===== src/rtl/hex_seg_pkg.sv =====
// hex_seg_pkg: shared 7-segment constants and the active-high hex glyph table.
package hex_seg_pkg;
    localparam int SEG_W = 7;
    localparam logic [SEG_W-1:0] SEG_BLANK_N = 7'h7F;
    // Bit 6 = a ... bit 0 = g, active-high.
    localparam logic [SEG_W-1:0] HEX_SEG [16] = '{
        7'h7E, 7'h30, 7'h6D, 7'h79, 7'h33, 7'h5B, 7'h5F, 7'h70,
        7'h7F, 7'h7B, 7'h77, 7'h1F, 7'h4E, 7'h3D, 7'h4F, 7'h47
    };
    function automatic logic [SEG_W-1:0] hex_to_seg(input logic [3:0] nibble);
        return HEX_SEG[nibble];
    endfunction
endpackage


===== src/rtl/hex_seg_decode.sv =====
// hex_seg_decode: combinational nibble to active-low 7-segment pattern.
module hex_seg_decode
    import hex_seg_pkg::*;
(
    input  logic [3:0]       nibble,
    output logic [SEG_W-1:0] seg_n
);
    assign seg_n = ~hex_to_seg(nibble);
endmodule


===== src/rtl/hex_display_scanner.sv =====
// hex_display_scanner: time-multiplexed hex display driver with frame-aligned
// shadow loading and optional leading-zero blanking.
module hex_display_scanner
    import hex_seg_pkg::*;
#(
    parameter int  NUM_DIGITS = 4,
    parameter int  CLK_DIV    = 1024,
    localparam int IDX_W      = NUM_DIGITS > 1 ? $clog2(NUM_DIGITS) : 1
) (
    input  logic                    clk,
    input  logic                    rst,
    input  logic                    en,
    input  logic                    lz_blank,
    input  logic                    load,
    input  logic [4*NUM_DIGITS-1:0] data_in,
    output logic                    load_ack,
    output logic                    pending,
    output logic [SEG_W-1:0]        seg_n,
    output logic [NUM_DIGITS-1:0]   dig_n
);
    localparam int PS_W = $clog2(CLK_DIV);
    logic [PS_W-1:0]         ps;
    logic [IDX_W-1:0]        idx;
    logic [4*NUM_DIGITS-1:0] display, shadow;
    logic [(1<<IDX_W)-1:0]   blank;
    logic [SEG_W-1:0]        seg_dec;
    logic                    tc, last, apply, zero_up;
    assign tc    = en && ps == PS_W'(CLK_DIV - 1);
    assign last  = idx == IDX_W'(NUM_DIGITS - 1);
    // Disabled display has no frame boundary, so apply as soon as possible.
    assign apply = pending && (!en || (tc && last));
    always_comb begin
        zero_up = 1'b1;
        blank   = '0;
        for (int i = NUM_DIGITS - 1; i >= 0; i--) begin
            zero_up  = zero_up && display[4*i +: 4] == 4'h0;
            blank[i] = lz_blank && i > 0 && zero_up;
        end
    end
    hex_seg_decode u_dec (
        .nibble (display[4*idx +: 4]),
        .seg_n  (seg_dec)
    );
    always_ff @(posedge clk or posedge rst) begin
        if (rst) begin
            ps       <= '0;
            idx      <= '0;
            display  <= '0;
            shadow   <= '0;
            pending  <= 1'b0;
            load_ack <= 1'b0;
            seg_n    <= SEG_BLANK_N;
            dig_n    <= '1;
        end else begin
            if (tc) begin
                ps  <= '0;
                idx <= last ? '0 : idx + 1'b1;
            end else if (en) begin
                ps <= ps + 1'b1;
            end
            if (apply)
                display <= shadow;
            if (load)
                shadow <= data_in;
            pending  <= load || (pending && !apply);
            load_ack <= apply;
            dig_n    <= en ? ~(NUM_DIGITS'(1) << idx) : '1;
            seg_n    <= (!en || blank[idx]) ? SEG_BLANK_N : seg_dec;
        end
    end
endmodule


===== config.mk =====
export PLATFORM = sky130hd
export DESIGN_NAME = hex_display_scanner
export DESIGN_NICKNAME = d
export VERILOG_FILES = /design/src/rtl/hex_seg_pkg.sv /design/src/rtl/hex_seg_decode.sv /design/src/rtl/hex_display_scanner.sv
export SDC_FILE = /design/constraint.sdc
export NUM_CORES = 1
export LEC_CHECK = 0
export ABC_AREA = 1
export ABC_CLOCK_PERIOD_IN_PS = 4400
export BUFFER_PORTS_ARGS = -buffer_cell sky130_fd_sc_hd__clkbuf_2
export CORE_MARGIN = 1
export CORE_UTILIZATION = 45
export DETAILED_ROUTE_END_ITERATION = 16
export REMOVE_ABC_BUFFERS = 1
export SETUP_SLACK_MARGIN = 0.05
export SYNTH_ARGS = -nofsm -noshare
export SYNTH_HDL_FRONTEND = slang
export SYNTH_HIERARCHICAL = 1
export SYNTH_SLANG_ARGS = --single-unit

===== constraint.sdc =====
create_clock -name clk -period 4.4 [get_ports clk]
set_input_delay 0.44 -clock clk [delete_from_list [all_inputs] [get_ports clk]]
set_output_delay 0.44 -clock clk [all_outputs]
set_load 0.02 [all_outputs]

-- Yosys cells after proc, flatten, opt, wreduce, memory -nomap -nowiden
Memories as Yosys holds them, arrays and structs flattened.
Index checks and enable logic that the tools add are counted.
- input port bits: 21
- memories kept: 1
- bits in read-only memories: 112
- output and inout port bits: 13
- register bits: 57
- add/sub/neg operators: 2
- eq/ne operators: 2
- shifts and indexed selects: 2
- bitwise operators: 3
- reductions and logical operators: 18
- muxes and demuxes: 9
- order comparisons: 2
- memory list (memory ; words ; bits a word ; read ports ; clocked after Yosys merged registers in ; wr ports ; line ; text):
    (no name shown) ; 16 ; 7 ; 1 ; 0 ; 0 ; hex_seg_pkg.sv:11 ; return HEX_SEG[nibble];
- operators by type and width (cell ; count):
    two-way mux 7 bit ; 3
    two-way mux 10 bit ; 2
    variable part select 16 x 5 -> 4 bit ; 1
    logical NOT 4 bit ; 3
    adder 10 x 1 -> 10 bit, second input constant ; 1
    equality test 10 bit, second input constant ; 1
    logical AND 1 bit ; 9
    inverter 7 bit ; 1
    >= comparator 5 bit, second input constant ; 1
    inverter 4 -> 5 bit ; 1
    two-way mux 4 bit ; 1
    inverter 4 bit ; 1
    left shift 1 x 2 -> 4 bit, first input constant ; 1
    logical OR 1 bit ; 3
    less-than comparator 2 x 3 -> 1 bit, second input constant ; 1
    adder 2 x 1 -> 2 bit, second input constant ; 1
    binary-select mux 1 bit (select 2 bit) ; 1
    equality test 2 bit, second input constant ; 1
    logical NOT 1 bit ; 2
    two-way mux 2 bit ; 1
    nonzero test 2 bit ; 1
    two-way mux 1 bit ; 1

-- Logic depth before layout (Yosys ltp)
Gate-level depths: netlist of the first run.
- depth in word-level cells: 8
- mapped depth: 12

-- Hierarchy
The synthesis of the first run kept the hierarchy.
- by module, submodules not included (module ; times used ; sequential area each (µm²) ; area an instance (µm²) ; cells each):
    hex_display_scanner ; 1 ; 1440.1 ; 2544.9 ; 288
    hex_seg_decode ; 1 ; 0.0 ; 280.3 ; 50

-- Least setup slack after synthesis of the first run
Ideal clock, no wire load.
- path type: register to register
- start point: register idx[0]
- end point: register seg_n[5]
- buffers on the path: 1
- data required time: 4306 ps
- stages on the path, launching flop included: 12
- arrival: 1825 ps
- setup time: 94 ps
- setup slack: 2481 ps
- path through: dfrtp_1 > clkbuf_1 > o21ai_0 > o21ai_0 > inv_1 > ha_1 > nand2_2 > nand2_1 > nand2_1 > nor2_2 > inv_1 > nand3_1
- longest elaborated chain between the ends: 7
- elaborated cells on any way between the ends: 10
- classes of those cells: shift: 1; mux: 5; bitwise: 2; reduce/logical: 1; memory: 1
- RTL lines (element ; line ; text):
    from (decl) ; hex_display_scanner.sv:23 ; logic [IDX_W-1:0] idx;
    from (signal assigned) ; hex_display_scanner.sv:57 ; idx <= last ? '0 : idx + 1'b1;
    variable part select 16 x 5 -> 4 bit ; hex_display_scanner.sv:41 ; .nibble (display[4*idx +: 4]),
    inverter 4 -> 5 bit (not written as such) ; hex_seg_pkg.sv:11 ;
    memory read (16 x 7 bit) ; - ;
    two-way mux 7 bit (not written as such) (2 in a row) ; hex_seg_pkg.sv:11 ;
    inverter 7 bit ; hex_seg_decode.sv:8 ; assign seg_n = ~hex_to_seg(nibble);
    named net seg_dec[5] ; hex_display_scanner.sv:26 ; logic [SEG_W-1:0] seg_dec;
    two-way mux 7 bit ; hex_display_scanner.sv:68 ; seg_n <= (!en || blank[idx]) ? SEG_BLANK_N : seg_dec;
    to (signal assigned) ; hex_display_scanner.sv:68 ;
    to (decl) ; hex_display_scanner.sv:18 ; output logic [SEG_W-1:0] seg_n,
The timed path passes the listed nets, and every way through them passes these cells. The select of a mux whose other input is x is not followed.
A chain may end at the register's enable or synchronous reset.

-- Worst setup path after layout of the first run
- start point: register idx[0]
- end point: register display[12]
- longest elaborated chain between the ends: 4
- RTL lines (element ; line ; text):
    equality test 2 bit ; hex_display_scanner.sv:29 ; assign last = idx == IDX_W'(NUM_DIGITS - 1);
    logical AND 1 bit ; hex_display_scanner.sv:31 ; assign apply = pending && (!en || (tc && last));
    logical OR 1 bit ; hex_display_scanner.sv:31 ;
    logical AND 1 bit ; hex_display_scanner.sv:31 ;
    to (signal assigned) ; hex_display_scanner.sv:62 ; display <= shadow;
    to (decl) ; hex_display_scanner.sv:24 ; logic [4*NUM_DIGITS-1:0] display, shadow;
No other way between the ends.

==> results of run 1 <==
cell usage after synthesis (3+ instances only):
cell | number | share of area [%]
dfrtp_1 | 46 | 41
clkbuf_1 | 6 | 0.80
ha_1 | 11 | 4.9
nand2_2 | 5 | 1.1
nand4_1 | 17 | 3.8
nor2_1 | 21 | 2.8
nand3_1 | 20 | 3.5
buf_2 | 3 | 0.53
dfstp_2 | 11 | 10
o21ai_0 | 14 | 2.5
nor2_2 | 3 | 0.66
buf_6 | 3 | 1.2
o22ai_1 | 3 | 0.66
nand2_1 | 126 | 17
inv_1 | 25 | 3.3
a21oi_1 | 3 | 0.53
xor2_1 | 3 | 0.93
through the flow:
stage                     util, %  power [W]  hold WS [ns]
final                        53.1    0.00138         0.286
after global routing         53.1    0.00148         0.301
after CTS                    53.1    0.00140         0.292
after detailed placement     50.2   0.000961         0.462
after global placement       50.2   0.000955         0.457
after floorplan                 -   0.000881         0.437
worst max-delay path, delay by kind of cell, from the launching register on:
kind / cells / cell delay [ns]
simple gates: 4 / 1.33
fa+ha+maj: 1 / 0.25
flops: 1 / 0.55
worst paths after layout:
path	end	slack (ns)	startpoint	depth (start not counted)
max in group asynchronous	display[15]	3.66	rst	3
min in group clk	shadow[0]	0.31	data_in[0]	3
setup reg to reg	display[12]	2.14	idx[0]	5
hold reg to reg	shadow[13]	0.47	shadow[13]	2
hold / removal	display[3]	0.29	rst	3
setup / recovery	display[12]	2.14	idx[0]	5
layout make-up:
type	instances	area, um^2	share of cell area, %
multi-input combinational	237	1180	37.1
sequential	57	1440	45.3
clock buffer	14	163	5.11
inverter	30	118	3.70
clock inverter	2	12.5	0.393
tap	75	93.8	2.95
timing repair buffer	34	173	5.43
per-layer routing:
| metal | track usage, % | wire [um] | vias up |
|---|---|---|---|
| li1 | - | - | 1135 |
| met1 | 22.7 | 2370 | 988 |
| met2 | 29.0 | 2340 | 39 |
| met3 | 4.83 | 179 | 9 |
| met4 | 9.11 | 95 | 0 |
| met5 | 0 | 0 | - |
layout by cell type, fill, tap and decap left out, drive strengths merged, types with 2 or more instances in the layout:
cell type,count
o21ai,16
dfrtp,46
nor3,2
ha,11
nand2,132
clkbuf,47
nor2,25
inv,28
clkinv,3
nand4,17
o22ai,3
a21oi,3
xor2,3
nand3,22
dfstp,11
state kept, by name, summed over array words and instances, names as in the netlist:
| signal | cells |
|---|---|
| pending | 1 |
| display | 16 |
| ps | 10 |
| dig_n | 4 |
| idx | 2 |
| load_ack | 1 |
| seg_n | 7 |
| shadow | 16 |
cells by family after synthesis:
| kind of cell | share of synthesized area (%) |
|---|---|
| buf+inv | 7.22 |
| simple gates | 31.7 |
| compound gates | 4.03 |
| fa+ha+maj | 4.87 |
| flops | 51.0 |
| xor+xnor | 1.24 |
where the power goes:
part	internal (W)	leakage [nW]	total [W]	switching, W
Clock	0.000235	0.0867	0.000431	0.000196
Sequential	0.000613	0.679	0.000667	0.0000536
Combinational	0.000101	0.900	0.000280	0.000179
Total	0.000950	1.67	0.00138	0.000429
==> impl_metrics.toml, run 1 <==
[status]
status = "completed"

[setup_path]
cp-end-kind = "flop"
crit_chain = "ha_1, or2_0, nand3_4, nand2_1, nand2_1"
crit_path_frequent_cell = "nand2_1"
cp.required_ns = 4.62
cpMaxStageDelayCell = "or2_0"
max_stage_delay_ns = 0.83
path_max_fanout = 18
critPathKind = "flop to flop"
crit_arrival_ns = 2.47
startpoint_type = "flop"

[global_route]
grt-ovfl-total = 0
antenna_found_initial = 0
grt_pass1_vias = 2049
grt_pass1_wl_um = 9000
grt_max_degree = 58
gr-usage-all-layers_pct = 18.2

[routing]
first_pass_iters = 4
wl_um = 4990
wl_per_cell_um = 11.1
drc_errors = 0
postRouteAntennaNets = 0
detail_route.iter0.violations = 77
routed-via-count = 2171
viasPerCell = 4.84

[cells_and_area]
area_growth_pct = 12.6
fin_nets = 401
finish.instance_area_um2 = 3180
n_antenna_cell = 0
drive_gt1_share_pct = 20.1
stdcell_count = 449
fillers = 564

[cts]
h-tree-depth = 3
post_cts_buffers = 0
clock_sinks = 57
cts_resized = 0
root_buffer = "clkbuf_8"
worstSkewPairLatency_ns = 0.33
numCtsBuffers = 9
cts_tree = "done"
path_clk_slew_ns = 0.06
clock_path_buffers = 2
cts_hold_buffers = 0

[place]
io_buffers = 33
place_inst = 433
hpwl_um = 3520
dpl_worst_slack_ns = 2.08
postPlaceCellArea_um2 = 3010
gp_congestion = 0.809

[floorplan]
die_x_um = 81.2
rows = 28
ios = 34
dieArea_um2 = 6600
start_util_pct = 47.2
core_um2 = 5990
die_y_um = 81.2

[yosys]
synth_flop_cell = "dfrtp_1"
synth-seq-area-share_pct = 51.0
avgSynthCellArea_um2 = 8.36
synth_edf_count = 0
netlist_area_um2 = 2830
syn_inst = 338
yosysUniqueCellTypes = 30
ys_async_sr_fraction_pct = 100
yosys_warnings = 6
synth_seq_cells = 57

[sta]
finalHoldViolCount = 0
tns_ns = 0
final_max_slew_viol_count = 0
period_share_pct = 51.3
setup_viol = 0
fin_ws_ns = 2.14
rsz0062_at_grt = "false"
fin_skew_ns = 0.00838
fmax_mhz = 443
tightest_slew_ns = 1.08
min_period_ns = 2.26
max_slew_margin_pct = 27.8

[run]
cap_viol_max_count = 0

[pwr]
p_leak_nw = 1.67
ir_worst_vdd_mv = 0.212
p_per_area_nw_per_um2 = 433

[worst_hold_path]
hold_path.class = "input port to async pin"
Power figures use the tool's default switching activity.
==> run 2, diff against run 1 <==
--- a/config.mk
+++ b/config.mk
@@ -6,11 +6,12 @@
 export NUM_CORES = 1
 export LEC_CHECK = 0
 export ABC_AREA = 1
-export ABC_CLOCK_PERIOD_IN_PS = 4400
+export ABC_CLOCK_PERIOD_IN_PS = 1800
 export BUFFER_PORTS_ARGS = -buffer_cell sky130_fd_sc_hd__clkbuf_2
 export CORE_MARGIN = 1
 export CORE_UTILIZATION = 45
 export DETAILED_ROUTE_END_ITERATION = 16
+export PLACE_DENSITY = 0.67
 export REMOVE_ABC_BUFFERS = 1
 export SETUP_SLACK_MARGIN = 0.05
 export SYNTH_ARGS = -nofsm -noshare
==> constraint.sdc (replaced) <==
create_clock -name clk -period 1.8 [get_ports clk]
set_input_delay 0.18 -clock clk [delete_from_list [all_inputs] [get_ports clk]]
set_output_delay 0.18 -clock clk [all_outputs]
set_load 0.02 [all_outputs]
==> impl_metrics.toml, run 2 (same netlist as run 1, synthesis figures left out) <==
[cells_and_area]
postLayoutCoreUtil_pct = 58.5
drive_gt1_share_pct = 29.7
mostFrequentLayoutCell = "nand2_1"
area_growth_pct = 24.0
layout_common_cells = "125 x nand2_1, 44 x dfrtp_1, 33 x clkbuf_2, 20 x inv_1, 20 x nor2_1"
n_antenna_cell = 0
fin_nets = 421
fillers = 554
reg_top3 = "display (16), shadow (16), ps (10)"

[global_route]
grt_max_degree = 37
grt_pass1_wl_um = 9230
gr-usage-all-layers_pct = 18.6
antenna_found_initial = 0
grt-ovfl-total = 0
grt_pass1_vias = 2142

[floorplan]
dieArea_um2 = 6600
ios = 34
rows = 28
start_util_pct = 47.2
core_um2 = 5990
die_y_um = 81.2
die_x_um = 81.2

[pwr]
swShare_pct = 29.1
p_switching_w = 0.00114
seqPwrFrac_pct = 41.8
ir_worst_vdd_mv = 0.601
p_comb_share_pct = 20.6
p_leak_nw = 1.81
pwr-share-clk_pct = 37.6
p_per_area_nw_per_um2 = 1110
intPower_w = 0.00277
total_power_w = 0.00390

[setup_path]
cp.required_ns = 2.06
path_max_fanout = 6
critPathKind = "flop to flop"
reg2reg_depth = 12
cpMaxStageDelayCell = "dfrtp_2"
startpoint_type = "flop"
crit_arrival_ns = 1.97
cp-end-kind = "flop"
setup.worst_path.start = "idx[0]"
r2r_start = "idx[0]"
max_stage_delay_ns = 0.45
crit_chain = "buf_6, a21oi_2, o21ai_2, o21ai_2, inv_2, ha_4, nand2_2, nand2_2, nand2_1, nor2_2, inv_1, nand3_1"

[routing]
wl_um = 5630
viasPerCell = 4.85
wl_per_cell_um = 12.0
first_pass_iters = 4
drc_errors = 0
detail_route.iter0.violations = 64
postRouteAntennaNets = 0
routed-via-count = 2273

[sta]
finalHoldViolCount = 0
fmax_mhz = 586
fin_ws_ns = 0.0932
final_max_slew_viol_count = 0
rsz0062_at_grt = "true"
max_slew_margin_pct = 66.2
tightest_slew_ns = 0.506
period_share_pct = 94.8
setup_viol = 0
min_period_ns = 1.71
whs_ns = 0.0428
fin_skew_ns = 0.00905

[cts]
worstSkewPairLatency_ns = 0.33
h-tree-depth = 3
clock_path_buffers = 2
cts_tree = "done"
root_buffer = "clkbuf_8"
path_clk_slew_ns = 0.07
numCtsBuffers = 9
clock_sinks = 57

[worst_hold_path]
whs_path_depth = 3
worstHoldStart = "data_in[5]"
hold_path.class = "input port to flop"

[status]
status = "completed"

[run]
cap_viol_max_count = 0

[place]
io_buffers = 33
gp_congestion = 0.856
dpl_worst_slack_ns = -0.0492
hpwl_um = 3780
## run 2: changes by cell type in the layout (fill, tap and decap cells not counted), sizes merged
| cell | delta |
|---|---|
| bufinv | +3 |
| nand3 | +1 |
| clkbuf | -3 |
| dlygate4sd3 | +1 |
| buf | +18 |
## run 2: cell type report
class                   count  area [um^2]  share of cell area (%)
clock buffers              11          141                    4.04
repair buffers             53          345                    9.86
well taps                  75         93.8                    2.68
multi-input cells         238         1260                    35.9
clock inverters             5          103                    2.93
inverters                  30          119                    3.39
flip-flops and latches     57         1440                    41.2
## run 2: power by group through the flow
stage	sequential (W)	clock (W)	combinational, W
6_report	0.00163	0.00147	0.000802
5_1_grt	0.00166	0.00154	0.000918
4_1_cts	0.00163	0.00150	0.000760
3_5_place_dp	0.00165	0	0.000729
3_3_place_gp	0.00164	0	0.000708
2_1_floorplan	0.00167	0	0.000487
## run 2: timing repair
action                     in CTS  in global routing
setup endpoints to repair       7                 20
buffers inserted                3                  1
hold endpoints to repair       10                  0
pin swaps                       2                 10
resized for setup               7                 23
cloned                          0                  1
hold buffers                    1                  0
## run 2: worst max-delay path: cells and delay by family (launching register included)
kind            cells  cell delay, ns
flops               1            0.45
simple gates        5            0.36
buf+inv             3            0.28
compound gates      3            0.27
fa+ha+maj           1            0.27
## run 2: metal layers
metal  up-vias  global-route usage (%)  part of all wire [%]
li1       1171                       -                     -
met1      1045                    22.6                    45
met2        48                    31.3                    50
met3         9                    3.71                   3.2
met4         0                    9.11                   1.5
met5         -                       0                     0
## run 2: worst paths after layout
kind | slack (ns) | to
worst max register to register | 0.09 | seg_n[5]
max in group asynchronous | 0.83 | idx[0]
worst min register to register | 0.47 | shadow[8]
min in group asynchronous | 0.41 | idx[1]
worst min-delay path | 0.04 | shadow[5]
worst max-delay path | 0.09 | seg_n[5]
## run 2: per-stage QoR
stage,area (um^2),cells,setup TNS (ns)
global route,3500,469,-0.0358
CTS,3420,467,0
finish,3500,469,0
floorplan,2740,324,-0.232
global placement,3120,447,-0.0849
detailed placement,3120,447,-0.204
